`src/rtl/fetch_prefetch_unit.sv`:
```
// ============================================================================
// Module      : fetch_prefetch_unit
// Description : Instruction fetch stage with PC, prefetch queue and IF/ID reg.
// Revision    : 1.0 - initial release
// ============================================================================
`default_nettype none

module fetch_prefetch_unit #(
   parameter int              AW    = 8,
   parameter int              IW    = 17,
   parameter int              DEPTH = 2,
   parameter logic [IW-1:0]   NOP   = {IW{1'b0}}
) (
   input  logic          clk,
   input  logic          reset,
   output logic          imem_req,
   output logic [AW-1:0] imem_addr,
   input  logic [IW-1:0] imem_data,
   input  logic          stall_i,
   input  logic          redirect_i,
   input  logic [AW-1:0] redirect_pc_i,
   output logic [IW-1:0] ir_o,
   output logic [AW-1:0] pc1_o,
   output logic          valid_o,
   output logic [AW-1:0] fetch_pc_o
);

   localparam int c_PW = (DEPTH > 1) ? $clog2(DEPTH) : 1;
   localparam int c_CW = c_PW + 1;

   logic [AW-1:0]   r_fetch_pc;
   logic [AW-1:0]   r_req_addr;
   logic            r_inflight;
   logic [c_CW-1:0] r_count;
   logic [c_PW-1:0] r_head;
   logic [c_PW-1:0] r_tail;
   logic [IW-1:0]   r_q_ir [DEPTH];
   logic [AW-1:0]   r_q_pc [DEPTH];
   logic [IW-1:0]   r_ir;
   logic [AW-1:0]   r_pc1;
   logic            r_valid;

   logic [c_CW-1:0] w_occ;
   logic            w_issue;
   logic [AW-1:0]   w_resp_pc;
   logic            w_resp_ok;
   logic            w_pop;
   logic            w_bypass;
   logic            w_push;

   // Occupancy counts queued entries plus the read still in flight, so the
   // queue can always absorb every response that has been requested.
   assign w_occ     = r_count + {{(c_CW-1){1'b0}}, r_inflight};
   assign w_issue   = (w_occ < c_CW'(DEPTH)) || redirect_i;
   assign imem_req  = reset && w_issue;
   assign imem_addr = redirect_i ? redirect_pc_i : r_fetch_pc;

   // A response landing in a redirect cycle belongs to the squashed path.
   assign w_resp_ok = r_inflight && !redirect_i;
   assign w_resp_pc = r_req_addr + AW'(1);
   assign w_pop     = !redirect_i && !stall_i && (r_count != '0);
   assign w_bypass  = !redirect_i && !stall_i && (r_count == '0) && w_resp_ok;
   assign w_push    = w_resp_ok && !w_bypass;

   always_ff @(posedge clk or negedge reset) begin
      if (!reset) begin
         r_fetch_pc <= '0;
         r_req_addr <= '0;
         r_inflight <= 1'b0;
         r_count    <= '0;
         r_head     <= '0;
         r_tail     <= '0;
         r_ir       <= NOP;
         r_pc1      <= '0;
         r_valid    <= 1'b0;
      end else begin
         r_inflight <= w_issue;
         if (w_issue) begin
            r_fetch_pc <= imem_addr + AW'(1);
            r_req_addr <= imem_addr;
         end

         if (redirect_i) begin
            r_count <= '0;
            r_head  <= '0;
            r_tail  <= '0;
         end else begin
            if (w_push) r_tail <= r_tail + c_PW'(1);
            if (w_pop)  r_head <= r_head + c_PW'(1);
            case ({w_push, w_pop})
               2'b10:   r_count <= r_count + c_CW'(1);
               2'b01:   r_count <= r_count - c_CW'(1);
               default: r_count <= r_count;
            endcase
         end

         if (redirect_i) begin
            r_ir    <= NOP;
            r_valid <= 1'b0;
         end else if (!stall_i) begin
            if (w_pop) begin
               r_ir    <= r_q_ir[r_head];
               r_pc1   <= r_q_pc[r_head];
               r_valid <= 1'b1;
            end else if (w_bypass) begin
               r_ir    <= imem_data;
               r_pc1   <= w_resp_pc;
               r_valid <= 1'b1;
            end else begin
               r_ir    <= NOP;
               r_valid <= 1'b0;
            end
         end
      end
   end

   // Storage needs no reset: entries are only read while the count says valid.
   always_ff @(posedge clk) begin
      if (reset && w_push) begin
         r_q_ir[r_tail] <= imem_data;
         r_q_pc[r_tail] <= w_resp_pc;
      end
   end

   assign ir_o       = r_ir;
   assign pc1_o      = r_pc1;
   assign valid_o    = r_valid;
   assign fetch_pc_o = r_fetch_pc;

endmodule

`default_nettype wire
```
`config.mk`:
```
export PLATFORM = sky130hd
export DESIGN_NAME = fetch_prefetch_unit
export DESIGN_NICKNAME = d
export VERILOG_FILES = /design/src/rtl/fetch_prefetch_unit.sv
export SDC_FILE = /design/constraint.sdc
export NUM_CORES = 1
export LEC_CHECK = 0
export CORE_MARGIN = 3
export CORE_UTILIZATION = 25
export CTS_BUF_LIST = sky130_fd_sc_hd__clkbuf_4 sky130_fd_sc_hd__clkbuf_8
export CTS_CLUSTER_SIZE = 14
export DETAILED_ROUTE_END_ITERATION = 10
export SKIP_LAST_GASP = 1
export SLEW_MARGIN = 20
export SYNTH_ARGS = -nofsm -noshare
export SYNTH_HDL_FRONTEND = slang
export SYNTH_SLANG_ARGS = --single-unit
```
`constraint.sdc`:
```
create_clock -name clk -period 3.7 [get_ports clk]
set_input_delay 0.74 -clock clk [delete_from_list [all_inputs] [get_ports clk]]
set_output_delay 0.74 -clock clk [all_outputs]
set_load 0.01 [all_outputs]
```
==> impl_metrics.ini <==
[placement]
gp_congestion = 0.810
place_area_mm2 = 0.00515
placedCellCount = 584
hpwl_um = 6220
port_buffers = 71

[synthesis]
synth-main-ff-cell = edfxtp_1
netlist_area_mm2 = 0.00423
synth_top_area_cell = edfxtp_1
async_reset_ff_frac = 0.485
yosysSeqAreaShare = 0.633
synth_seq_cells = 97
yosysWarnings = 0
synthTopCellsByArea = edfxtp_1 (35%), dfrtp_1 (28%), mux2i_1 (6.6%)
synth_top_area_frac = 0.355
synth-edff-count = 50
synth.most_common_cell = edfxtp_1
synthCells = 307
synth_cell_type_count = 43
synth_fp_nets = 338
syn_area_per_cell_um2 = 13.8
synthTopCellsByCount = edfxtp_1 (50), dfrtp_1 (47), nor2_1 (35)

[status]
status = completed

[cts]
cts_max_level = 3
cts_root_buf = clkbuf_8
cts_buffers = 9
cts_hold_buf = 0
cts_max_path_buffers = 2
clkTransAtPathRegs_ps = 90
clkLatencyLatePin_ps = 360
cts.sinks = 97
cts_tree = done
postCtsSetupBuffers = 0
postCtsResizedCells = 0

[setup_path]
crit-reg2reg-launch = fetch_pc_o[0]
worstSetupPathType = primary input to output port
startpoint = redirect_i
worstPathRequired_ps = 2960
endpoint_kind = output port
cp_data_arrival_time_ps = 2560
path_max_fanout = 14
start_kind = primary input
regToRegSetupSlack_ps = 1720

[power]
power.leakage_uw = 0.00198
p_per_area_mw_per_mm2 = 540
peakVddDrop_mv = 0.239
power_uw = 2910

[sta]
timing.fmax_mhz = 303
slew_headroom = 0.448
slew_viol_final = 0
fin_worst_skew_ps = 12.0
min_period_ps = 3300
tightestPinTransition_ps = 827
hold_viol = 0
fin_hold_ws_ps = 319
period_share = 0.893
setup_viol = 0
rsz0062_at_grt = false

[detailed_routing]
remaining_drc_errors = 0
wl_um = 9280
vias = 2666
antenna_left = 0
via_per_inst = 4.44
first_pass_iters = 4
first_iter_violations = 166
wl_per_cell_um = 15.5

[floorplan]
ios = 72
rows = 46
die_x_um = 136
core_area_mm2 = 0.0162
die_h_um = 136
initial_core_util = 0.261
die_area_mm2 = 0.0185

[cells_and_area]
nFillCells = 1620
fin_cells = 600
finalNetCount = 410
synthToLayoutAreaGrowth_pct = 27.3
diodes = 0
drive_above_1_share = 0.182
final_area_mm2 = 0.00539

[grt]
grt_pass1_wl_um = 15100
grtUsageTotal = 0.106
antenna_found_initial = 0
overflow = 0
grt_pass1_vias = 2797
grt_max_degree = 34

[run]
drv_cap = 0

[min_path]
hp-class = primary input to asynchronous set/reset pin
routing by layer:
metal  global-route usage  share of wire  vias to the layer above
met4               0.0235         0.0055                        0
met1                0.139           0.46                     1291
met5                    0              0                        -
met3               0.0374          0.055                        7
li1                     -              -                     1293
met2                0.168           0.48                       75
placed cells by master (no fill, tap or decap), types with 2 or more instances in the layout:
master | Yosys | routed
nor2b_1 | 5 | 4
bufinv_16 | 0 | 3
o21ai_0 | 6 | 6
a211oi_1 | 4 | 4
nand4_1 | 3 | 3
nand2_1 | 4 | 4
a31oi_1 | 3 | 3
edfxtp_1 | 50 | 50
dfrtp_1 | 47 | 46
mux2i_1 | 28 | 28
a21oi_1 | 10 | 10
nand3_1 | 8 | 8
nand4b_1 | 2 | 2
xnor2_1 | 10 | 10
nor2_1 | 35 | 35
o22ai_1 | 3 | 3
xor2_1 | 3 | 3
clkbuf_8 | 0 | 9
mux2_2 | 14 | 14
clkdlybuf4s50_1 | 0 | 70
a221o_2 | 19 | 19
nor3_1 | 3 | 3
ha_1 | 2 | 2
buf_4 | 3 | 8
nor4_2 | 0 | 2
inv_1 | 8 | 8
or2_2 | 4 | 4
clkbuf_4 | 0 | 3
through the flow:
step | TNS [ps] | utilization | setup WS, ps
after floorplan | -27040 | - | -541
after global placement | 0 | 0.317 | 435
after detailed placement | 0 | 0.317 | 418
after CTS | 0 | 0.332 | 404
after global routing | 0 | 0.332 | 209
final | 0 | 0.332 | 395
worst paths after layout:
path	end	cells past startpoint
setup / recovery	imem_addr[0]	3
hold / removal	r_count[0]	1
setup reg to reg	fetch_pc_o[4]	7
hold reg to reg	ir_o[10]	1
max in group asynchronous	r_req_addr[0]	2
min in group clk	ir_o[10]	1
area by class of cell:
cell class / instances / area, um^2 / area share
Clock buffer: 12 / 146 / 0.0272
Timing Repair Buffer: 79 / 766 / 0.142
Inverter: 8 / 30.0 / 0.00557
Sequential cell: 97 / 2680 / 0.497
Tap cell: 216 / 270 / 0.0502
Clock inverter: 4 / 95.1 / 0.0176
Multi-Input combinational cell: 184 / 1400 / 0.260
flip-flops by register name, summed over array words and instances, names as in the netlist:
register,flops
fetch_pc_o,8
ir_o,17
pc1_o,8
r_count,2
r_head,1
r_inflight,1
r_q_ir,34
r_q_pc,16
r_req_addr,8
r_tail,1
valid_o,1
kinds of logic (layout without fill, tap and decap cells):
group | after synthesis | count (layout) | share of synthesized area
AO/OA/AOI/OAI | 50 | 50 | 0.0958
XOR/XNOR | 13 | 13 | 0.0269
adder cells (fa/ha/maj) | 2 | 2 | 0.00591
buffers and inverters | 26 | 103 | 0.0396
flip-flops | 97 | 97 | 0.633
multiplexers | 43 | 43 | 0.107
AND/OR/NAND/NOR | 76 | 76 | 0.0925
power by group:
group / total, uW / internal, uW / switching [uW]
clock: 817 / 471 / 346
sequential: 1430 / 1290 / 132
combinational: 669 / 370 / 299
worst max-delay path, stage by stage:
cell             delay, ps
clkdlybuf4s50_1        690
o21ai_0                510
clkdlybuf4s50_1        630
No activity file was read; power rests on OpenSTA's default activity.
